==> src/rtl/ifetch_pkg.sv <==
// ----------------------------------------------------------------------------
// ifetch_pkg
// Shared constants and helpers for the instruction-fetch prefetch queue.
//   NOP_INST         : instruction presented to decode when the queue is empty
//   DEFAULT_RESET_PC : default fetch address after reset
//   ptr_width()      : pointer width for a power-of-two queue depth (min 1 bit)
// ----------------------------------------------------------------------------
package ifetch_pkg;

    localparam logic [31:0] NOP_INST         = 32'h0000_0000;
    localparam logic [31:0] DEFAULT_RESET_PC = 32'h0000_0000;

    function automatic int ptr_width(input int depth);
        return (depth > 2) ? $clog2(depth) : 1;
    endfunction

endpackage

==> src/rtl/fetch_fifo.sv <==
// ----------------------------------------------------------------------------
// fetch_fifo
// DEPTH-entry FIFO holding {address, instruction} pairs for the fetch stage.
// Ports:
//   clk, rst     : clock (rising edge), asynchronous active-low reset
//   push         : write wr_data at the write pointer
//   pop          : retire the head entry
//   flush        : drop all entries (wins over push and pop)
//   wr_data      : entry to write
//   head         : entry at the read pointer (undefined when empty)
//   full, empty  : occupancy flags
//   count        : number of valid entries, 0..DEPTH
// ----------------------------------------------------------------------------
module fetch_fifo
    import ifetch_pkg::*;
#(
    parameter int DEPTH = 4,
    parameter int WIDTH = 48,
    localparam int PW   = ptr_width(DEPTH),
    localparam int CW   = PW + 1
) (
    input  logic             clk,
    input  logic             rst,
    input  logic             push,
    input  logic             pop,
    input  logic             flush,
    input  logic [WIDTH-1:0] wr_data,
    output logic [WIDTH-1:0] head,
    output logic             full,
    output logic             empty,
    output logic [CW-1:0]    count
);

    logic [WIDTH-1:0] storage [DEPTH];
    logic [PW-1:0]    wr_ptr;
    logic [PW-1:0]    rd_ptr;

    assign head  = storage[rd_ptr];
    assign full  = (count == CW'(DEPTH));
    assign empty = (count == '0);

    // Control state: pointers wrap naturally because DEPTH is a power of two.
    // A flush empties the queue by pulling the read pointer up to the write
    // pointer, so nothing stale can be read afterwards.
    always_ff @(posedge clk or negedge rst) begin
        if (!rst) begin
            wr_ptr <= '0;
            rd_ptr <= '0;
            count  <= '0;
        end else if (flush) begin
            rd_ptr <= wr_ptr;
            count  <= '0;
        end else begin
            if (push) begin
                wr_ptr <= wr_ptr + PW'(1);
            end
            if (pop) begin
                rd_ptr <= rd_ptr + PW'(1);
            end
            if (push && !pop) begin
                count <= count + CW'(1);
            end else if (pop && !push) begin
                count <= count - CW'(1);
            end
        end
    end

    // Data storage carries no reset; an empty queue is masked downstream.
    always_ff @(posedge clk) begin
        if (push && !flush) begin
            storage[wr_ptr] <= wr_data;
        end
    end

endmodule

==> src/rtl/ifetch_queue.sv <==
// ----------------------------------------------------------------------------
// ifetch_queue
// Instruction-fetch stage with a prefetch queue. Fetches sequentially ahead of
// decode into a FIFO of {address, instruction} pairs; decode pops under stall
// control and a taken branch flushes the queue and redirects fetch.
// Ports:
//   clk, rst       : clock (rising edge), asynchronous active-low reset
//   mem_req_o      : fetch request to instruction memory
//   mem_addr_o     : fetch address (current fetch PC)
//   mem_ack_i      : memory returns mem_data_i this cycle
//   mem_data_i     : instruction word from memory
//   branch_i       : taken branch, redirect fetch to branch_addr_i
//   branch_addr_i  : branch target
//   stall_i        : decode not accepting, hold the head entry
//   inst_o         : head instruction (NOP when empty)
//   inst_addr_o    : address of inst_o (zero when empty)
//   inst_valid_o   : queue non-empty
//   pc_value_o     : current fetch PC
// ----------------------------------------------------------------------------
module ifetch_queue
    import ifetch_pkg::*;
#(
    parameter int              ADDR     = 16,
    parameter int              WORD     = 32,
    parameter int              DEPTH    = 4,
    parameter logic [ADDR-1:0] RESET_PC = ADDR'(DEFAULT_RESET_PC)
) (
    input  logic            clk,
    input  logic            rst,
    output logic            mem_req_o,
    output logic [ADDR-1:0] mem_addr_o,
    input  logic            mem_ack_i,
    input  logic [WORD-1:0] mem_data_i,
    input  logic            branch_i,
    input  logic [ADDR-1:0] branch_addr_i,
    input  logic            stall_i,
    output logic [WORD-1:0] inst_o,
    output logic [ADDR-1:0] inst_addr_o,
    output logic            inst_valid_o,
    output logic [ADDR-1:0] pc_value_o
);

    localparam int CW = ptr_width(DEPTH) + 1;

    logic [ADDR-1:0]      fpc;
    logic                 push;
    logic                 pop;
    logic                 full;
    logic                 empty;
    logic [CW-1:0]        count;
    logic [ADDR+WORD-1:0] head;

    // A branch dominates: it kills the pop, and forcing the request low makes
    // any same-cycle ack a non-transfer, so the wrong-path word is dropped.
    assign pop       = ~empty & ~stall_i & ~branch_i;
    // A full queue may still accept a word when the head leaves this cycle.
    assign mem_req_o = rst & ~branch_i & (~full | pop);
    assign push      = mem_req_o & mem_ack_i;

    assign mem_addr_o   = fpc;
    assign pc_value_o   = fpc;
    assign inst_valid_o = ~empty;
    assign inst_addr_o  = empty ? '0 : head[ADDR+WORD-1:WORD];
    assign inst_o       = empty ? WORD'(NOP_INST) : head[WORD-1:0];

    // Fetch PC: advances only on a completed transfer, so the address stays
    // put while memory holds ack low. Increment wraps mod 2^ADDR.
    always_ff @(posedge clk or negedge rst) begin
        if (!rst) begin
            fpc <= RESET_PC;
        end else if (branch_i) begin
            fpc <= branch_addr_i;
        end else if (push) begin
            fpc <= fpc + ADDR'(1);
        end
    end

    fetch_fifo #(
        .DEPTH (DEPTH),
        .WIDTH (ADDR + WORD)
    ) u_fifo (
        .clk     (clk),
        .rst     (rst),
        .push    (push),
        .pop     (pop),
        .flush   (branch_i),
        .wr_data ({fpc, mem_data_i}),
        .head    (head),
        .full    (full),
        .empty   (empty),
        .count   (count)
    );

    // Occupancy can never exceed DEPTH, and a push into a full queue is only
    // possible together with a pop.
    always @(posedge clk) begin
        if (rst) begin
            assert (count <= CW'(DEPTH));
            assert (!(push && full && !pop));
        end
    end

endmodule

==> config.mk <==
export PLATFORM = sky130hd
export DESIGN_NAME = ifetch_queue
export DESIGN_NICKNAME = d
export VERILOG_FILES = /design/src/rtl/ifetch_pkg.sv /design/src/rtl/fetch_fifo.sv /design/src/rtl/ifetch_queue.sv
export SDC_FILE = /design/constraint.sdc
export NUM_CORES = 1
export LEC_CHECK = 0
export CELL_PAD_IN_SITES_DETAIL_PLACEMENT = 1
export CELL_PAD_IN_SITES_GLOBAL_PLACEMENT = 1
export CORE_MARGIN = 4
export CORE_UTILIZATION = 41
export DETAILED_ROUTE_END_ITERATION = 8
export PLACE_DENSITY = 0.85
export SETUP_SLACK_MARGIN = 0.5
export SYNTH_ARGS = -nofsm -noshare
export SYNTH_HDL_FRONTEND = slang
export SYNTH_SLANG_ARGS = --single-unit
==> constraint.sdc <==
create_clock -name clk -period 2.8 [get_ports clk]
set_input_delay 0.42 -clock clk [delete_from_list [all_inputs] [get_ports clk]]
set_output_delay 0.42 -clock clk [all_outputs]
set_load 0.005 [all_outputs]
Word level (Yosys, flattened, before mapping)
Memory sizes are Yosys's and may differ from the RTL's. Index checks and enable logic that the tools add are counted.

Bits in registers: 23. Bits in latches: 0. Bits in writable memories: 192. Bits in read-only memories: 0. Output and inout bits: 82. Memories: 1.

Memory list: u_fifo.storage (depth 4, bits a word 48, rd ports 1, clocked after memory_dff 0, wr ports 1, RTL line fetch_fifo.sv:34) `logic [WIDTH-1:0] storage [DEPTH];`.

Add/sub/neg operators: 5. Multipliers: 0. Divide/modulo/power cells: 0. Magnitude comparators: 0. Equal/unequal tests: 1. Shift operators: 0. Muxes and demuxes: 11. Bitwise gates (word level): 10. Reduce and logical (&&, ||, !) cells: 11.

Operators by type and width (number): $mux 16 (3); $mux 32 (1); $add 16x1->16 const B (1); $mux 3 (3); $and 1x1->1 (5); $add 2x1->2 const B (2); $mux 2 (2); $not 1->1 (4); $reduce_bool 2->1 (2); $add 3x1->3 const B (1); $eq 3x3->1 const B (1); $logic_and 1x1->1 (3); $logic_not 1->1 (3); $logic_not 3->1 (1); $reduce_bool 3->1 (1); $sub 3x1->3 const B (1); $mux 1 (2); $reduce_and 2->1 (1); $or 1x1->1 (1).

Longest topological paths before layout
Depth after elaboration: 12. Gate-level depth with buffers: 11. Mapped depth without buffers: 8.

Hierarchy
Synthesis repeated with hierarchy kept, for this count alone.

Cell total of the unflattened synthesis: 476. Area, all modules: 8831.0 sq um.

By module, submodules not included: fetch_fifo (instances 1, cells an instance 296, area each 7420.9 sq um, seq. area each 5940.7 sq um); ifetch_queue (instances 1, cells an instance 180, area each 1410.1 sq um, seq. area each 400.4 sq um).

Least setup slack after synthesis
Ideal clock, no wire load.

Path kind: register to register. Start point: reg u_fifo.count[2]. End point: mem u_fifo.storage[2][0], enable pin. Setup time: 410 ps. Data arrival time: 2557 ps. Path slack: -167 ps. Cell stages (with the launch flop): 6. Path buffers: 2. Cells stage by stage: dfrtp_1 -> nor4bb_1 -> buf_2 -> nor3_2 -> clkbuf_1 -> and2_1.

Longest elaborated chain between the ends: 10. Elaborated cells between the ends (all ways): 12. Classes of those cells: eq/ne (1); mux (2); bitwise (7); reduce/logical (2).

RTL lines: from (decl) (RTL line fetch_fifo.sv:31) `output logic [CW-1:0] count`; from (signal assigned) (RTL line fetch_fifo.sv:61) `count <= count + CW'(1);`; from (signal assigned) (RTL line fetch_fifo.sv:63) `count <= count - CW'(1);`; $logic_not 3->1 (RTL line fetch_fifo.sv:40) `assign empty = (count == '0);`; $not 1->1 (RTL line ifetch_queue.sv:55) `assign pop = ~empty & ~stall_i & ~branch_i;`; $and 1x1->1 (2 in a row) (RTL line ifetch_queue.sv:55); $or 1x1->1 * (RTL line ifetch_queue.sv:57) `assign mem_req_o = rst & ~branch_i & (~full | pop);`; $and 1x1->1 * (RTL line ifetch_queue.sv:57); $and 1x1->1 * (RTL line ifetch_queue.sv:58) `assign push = mem_req_o & mem_ack_i;`; $logic_and 1x1->1 * (RTL line fetch_fifo.sv:70) `if (push && !flush) begin`; $mux 1 * (RTL line fetch_fifo.sv:70); $mux 1 (not written as such) * (RTL line fetch_fifo.sv:71) `storage[wr_ptr] <= wr_data;`; to (decl) (RTL line fetch_fifo.sv:34).

Every way passes the cells marked *; elsewhere a longest branch is shown, timed or not.

Worst setup path in the final report
Start point: reg u_fifo.rd_ptr[0]. End point: out inst_o[27].

Longest elaborated chain between the ends: 2.

RTL lines: from (decl) (RTL line fetch_fifo.sv:36) `logic [PW-1:0] rd_ptr;`; from (signal assigned) (RTL line fetch_fifo.sv:51) `rd_ptr <= wr_ptr;`; from (signal assigned) (RTL line fetch_fifo.sv:58) `rd_ptr <= rd_ptr + PW'(1);`; $mem_v2 4x48; $mux 32 (RTL line ifetch_queue.sv:64) `assign inst_o = empty ? WORD'(NOP_INST) : head[WORD-1:0];`; to (decl) (RTL line ifetch_queue.sv:37) `output logic [WORD-1:0] inst_o,`.

No other way between the ends.

==> run summary <==
n_diodes: 0
maxcap violations: 0
Num Clock Sinks: 215
wire per inst: 24.0 µm
unrepaired setup endpoints after global routing: yes
count of pins over their slew limit: 0
Detailed Routing Iterations Pass 1: 4
Period minus WS final: 2.58 ns
CTS root buffer: clkbuf_16
worst r2r dst: u_fifo.count[2]
asr flop ratio synth: 0.107
Final setup viols: 0
Layout Area Growth over Synthesis: 35.2%
clock skew: 0.00898 ns
CTS tree: built
top cell type's share of synthesized area: 0.655
critical path depth: 6
Slew HR: 0.660
CTS H-Tree Depth: 1
Final Cycle Share: 0.921
overall power: 11.5 mW
largest family of logic cells by synthesized area: multiplexers
flops & latches, synth: 215
synth unique cells: 39
Max Clk Rate: 388 MHz
simple-gate area share of the yosys netlist: 0.0772
CP Launch Point: u_fifo.rd_ptr[0]
initial antenna violation count: 0
worst-margin pin slew: 0.510 ns
commonest non-fill, non-tap cell in the layout: edfxtp_1
Req. time, crit path: 2.38 ns
Core ar.: 21100 µm²
worst-path fanout max: 7
worst r2r src: u_fifo.count[0]
Critical Path, Cell by Cell: buf_12 -> buf_12 -> buf_4 -> mux4_2 -> nor2b_1 -> buf_2
Die Wd: 155 µm
Synth Area in Adders: 0.00938
Yosys warning count: 0
most frequent cells in the layout: edfxtp_1 (192), clkdlybuf4s50_1 (85), mux4_2 (48)
DRT iter0 DRCs: 382
share of post-route cells with drive strength above 1: 0.346
effective utilization at floorplan: 0.417
fin nets: 735
CP endpoint kind: output pin
CTS Buf Count: 22
vias per inst: 5.50
Top delay family on crit path: buffers and inverters
mux contribution to synthesized area: 0.128
largest net degree at the start of global routing: 49
Compound-Gate Fraction of Synth Area: 0.0316
Rows: 53
CTS Hold Buffers Added: 0
crit path kind: register to output pin
Most Frequent Cell on Critical Path: buf_12
Post-Syn Area per Cell: 18.2 µm²
hold_ws: 0.300 ns
CP Buf/Inv Count: 4
Hold Crit Class: primary input to async pin
IO buf count: 134
vias in the first global route: 5823
met2 Usage GRT: 0.351
HPWL Detailed: 13900 µm
die area: 23900 µm²
io pins: 135
Mapped Cells: 484
Post-DRT Antenna Nets: 0
Post-Synth XOR/XNOR Area: 0.00497
met1 Resource Use GR: 0.247
DRC viols: 0
Worst EP arrival: 2.16 ns
GR peak layer: met2
number of synthesized flops with an enable pin: 192
ys flop type: edfxtp_1
DIE HEIGHT: 155 µm
slowest CP cell: dfrtp_4
number of fill cells in the layout: 1929
first-pass GRT wire length: 35300 µm
Final GP Congestion: 0.839
routing usage on met3: 0.0299
Hold Vio Cnt, Final: 0
total number of vias: 5316
Area contributors post-synth: edfxtp_1 (65%), mux4_2 (12%), dfrtp_1 (6.5%)
cell taking the most area after synthesis: edfxtp_1
final wirelength: 23100 µm
LEAKAGE: 4.22 nW
maximum clock insertion buffer count: 3
outcome: complete, no violations
worst reg2reg setup slack: 0.57 ns
maximum VDD drop: 0.000565 V
pwr dens: 966 nW/µm²
reg2reg path depth: 9
clk_lat worst skew: 0.50 ns
mapped cell area: 8800 µm²
Syn Nets: 543
total gr overflow: 0
Setup crit start kind: register
max incr delay on CP: 0.53 ns
sequential share of the synthesized area: 0.720
CTS clock-pin slew for the worst setup and hold paths: 0.07 ns
TNS Setup: 0 ns
Total GRT Usage: 0.193
per-layer routing:
layer	vias up	wire [µm]
li1	2297	-
met1	2789	9320
met2	198	12400
met3	32	1140
met4	0	297
met5	-	0
cell usage after synthesis, types with 7 or more instances:
cell	instances
buf_2	8
buf_4	16
clkbuf_1	15
dfrtp_1	23
edfxtp_1	192
inv_1	9
mux4_2	48
nand2_1	27
nand3_1	8
nor2_1	7
nor2b_1	52
o21ai_0	7
o311ai_0	14
report_power, final:
group	switching, mW	total, mW	internal [mW]
Clock	1.17	2.85	1.68
Sequential	0.199	3.95	3.75
Combinational	2.01	4.70	2.69
metrics by stage:
stage	worst slack, ns	std cells	cell area [µm²]	util
floorplan	0.340	484	8810	-
global placement	0.158	878	10600	0.501
global route	0.180	966	11900	0.564
detailed placement	0.0559	878	10600	0.501
finish	0.222	966	11900	0.564
CTS	0.205	960	11700	0.554
worst max-delay path by stage:
stage | end
after floorplan | u_fifo.storage[0][0]
after global placement | u_fifo.storage[0][18]
after detailed placement | mem_addr_o[12]
after CTS | inst_o[25]
after global routing | inst_addr_o[9]
final | inst_o[27]
worst register-to-register path: cells and delay by family (launching register included):
family                   cells  cell delay (ns)
adder cells (fa/ha/maj)      1             0.29
AO/OA/AOI/OAI                1             0.15
flip-flops                   1             0.47
AND/OR/NAND/NOR              5             0.77
buffers and inverters        2             0.42
cell families (layout without fill, tap and decap cells):
kind of cell    count (synthesis)  in the layout
flops                         215            215
mux                            52             52
compound gates                 36             36
simple gates                  121            121
fa+ha+maj                       6              6
xor+xnor                        5              5
buf+inv                        49            256
layout make-up:
class / count / area, µm² / area share
flip-flops and latches: 215 / 6350 / 0.534
well taps: 275 / 344 / 0.0289
inverters: 9 / 33.8 / 0.00284
clock buffers: 27 / 591 / 0.0496
clock inverters: 12 / 110 / 0.00925
repair buffers: 208 / 2060 / 0.173
multi-input cells: 220 / 2410 / 0.203
registers in the layout, summed over array words and instances (netlist names):
register / flops
mem_addr_o: 16
u_fifo.count: 3
u_fifo.rd_ptr: 2
u_fifo.storage: 192
u_fifo.wr_ptr: 2
what timing repair did:
action                                  4_1_cts  5_1_grt
endpoints found under the setup margin      170       53
cloned                                        5        1
pin swaps                                     1        1
resized for setup                           243       36
buffers inserted                             38        5
Note: power is estimated with default switching activity, not from simulation.
==> edit (config.mk and constraints unchanged) <==
`ADDR`: 16 -> 32.
--- a/src/rtl/ifetch_queue.sv
+++ b/src/rtl/ifetch_queue.sv
@@ -22,3 +22,3 @@
 #(
-    parameter int              ADDR     = 16,
+    parameter int              ADDR     = 32,
     parameter int              WORD     = 32,
Ports: changed (resized branch_addr_i, inst_addr_o, mem_addr_o and pc_value_o); port bits go from 135 to 199. The function was not compared with the original's and may differ.
==> edit against the unedited design <==
- wire length up 60%
- sequential cell count increased by 80
- clock skew increased by 0.0054 ns
- area after synthesis is 42% higher
- design area increased by 45%
- clock power up 51%
- fmax down 4.9%
- non-clock buffer count up 110
- power grew 40%
- worst setup slack lost 0.13 ns
- worst hold slack better by 0.0083 ns
- largest cell class unchanged
==> edit: results (changes against the unedited design) <==
- Sequential cell count: 295 (+37%)
- Multi-input combinational cell area: 0.003568 mm² (+48%)
- Weighted congestion reported at the end of routability-driven placement: 0.8415 (+0.35%)
- Wire length the detailed router placed on met1: 15230 µm (+63%)
- Clock Power: 4.30 mW (+51%)
- Wire length of the first global-routing pass: 55190 µm (+57%)
- Capturing instance or port of the critical path: inst_o[17]
- Buffers outside the clock class: 318 (+53%)
- Area of all placed cells without fillers: 0.01731 mm² (+45%)
- # fillers: 2681 (+39%)
- Netlist cell types: 58 (+49%)
- Violation count after the first detailed-route iteration: 835 (+120%)
- Worst slew margin relative to its limit: 0.2318 (-0.4284)
- Status: finished clean
- Depth of the most critical reg-to-reg path: 6 (-3)
- Worst-case clock skew: 0.01436 ns (+0.005383 ns)
- Net Count, Synth: 815 (+50%)
- Syn avg cell area: 16.84 µm² (-7.4%)
- Met2 wire len: 19170 µm (+55%)
- Wire length reported by the detailed router: 37140 µm (+60%)
- Multi-input logic cell count: 359 (+63%)
- Post-layout minimum cycle time: 2.710 ns (+0.1326 ns)
- Number of flops mapped to enable cells by yosys: 256 (+33%)
- Number of global-route vias before repair: 8677 (+49%)
- Cell count after placement: 1307 (+49%)
- Data arrival, critical path: 2.29 ns (+0.13 ns)
- Clock tree cell share of total cell area: 0.06128 (+0.002402)
- Final HPWL from detailed placement: 22000 µm (+58%)
- Register-to-register path setup slack: 0.35 ns (-0.22 ns)
- Sequential element share of the synthesized area: 0.6953 (-0.02498)
- Max reg flops: 256 (+33%)
- Cts bufs inserted: 30 (+36%)
- Flip-flop and latch share of the layout cell area: 0.5013 (-0.03229)
- R2R Path End: mem_addr_o[26]$_DFFE_PN0P_
- Post-Route Hold Slack: 0.3078 ns (+0.008263 ns)
- Proportion of layout cells with a drive suffix above 1: 0.3625 (+0.01662)
- Number of clock-tree buffers in the layout: 32 (+19%)
- Clock latency of the later-clocked register in the worst-skew pair: 0.55 ns (+0.05 ns)
- Utilization after layout: 0.5811 (+0.01677)
- Static leakage: 6.185 nW (+47%)
- Cell types with the highest counts after synthesis: sky130_fd_sc_hd__edfxtp_1 (256), sky130_fd_sc_hd__and2_1 (65), sky130_fd_sc_hd__mux4_2 (64)
- Via density per instance: 5.697 (+3.5%)
- Biggest area contributors in the synthesized netlist: sky130_fd_sc_hd__edfxtp_1 (62%), sky130_fd_sc_hd__mux4_2 (12%), sky130_fd_sc_hd__dfrtp_1 (7.8%)
- Clock network fraction of total power: 0.268 (+0.020)
- Largest fanout of any net on the critical path: 5 (-2)
- Non-Clock Buffer Area Fraction: 0.2002 (+0.02711)
- Routed length on met3: 2031 µm (+79%)
edit: logic make-up (layout without fill, tap and decap cells):
| logic type | Yosys count | after routing | synth area share |
|---|---|---|---|
| AND/OR/NAND/NOR | 218 | 218 | 0.1007 |
| flip-flops | 295 | 295 | 0.6953 |
| XOR/XNOR | 3 | 3 | 0.002109 |
| adder cells (fa/ha/maj) | 6 | 6 | 0.006628 |
| buffers and inverters | 86 | 386 | 0.03675 |
| multiplexers | 70 | 70 | 0.1207 |
| AO/OA/AOI/OAI | 62 | 62 | 0.03776 |
edit: what timing repair did:
action / 4_1_cts / 5_1_grt
endpoints found under the hold margin: 14 / 0
gates cloned: 8 / 0
hold buffers: 3 / 0
pin swaps: 1 / 44
endpoints found under the setup margin: 76 / 76
buffers inserted: 35 / 22
resized for setup: 307 / 102
edit: metal layers:
metal,vias up,global-route usage
met5,-,0
met4,0,0.04443
met3,58,0.02970
met2,360,0.3779
met1,4262,0.2949
li1,3467,-
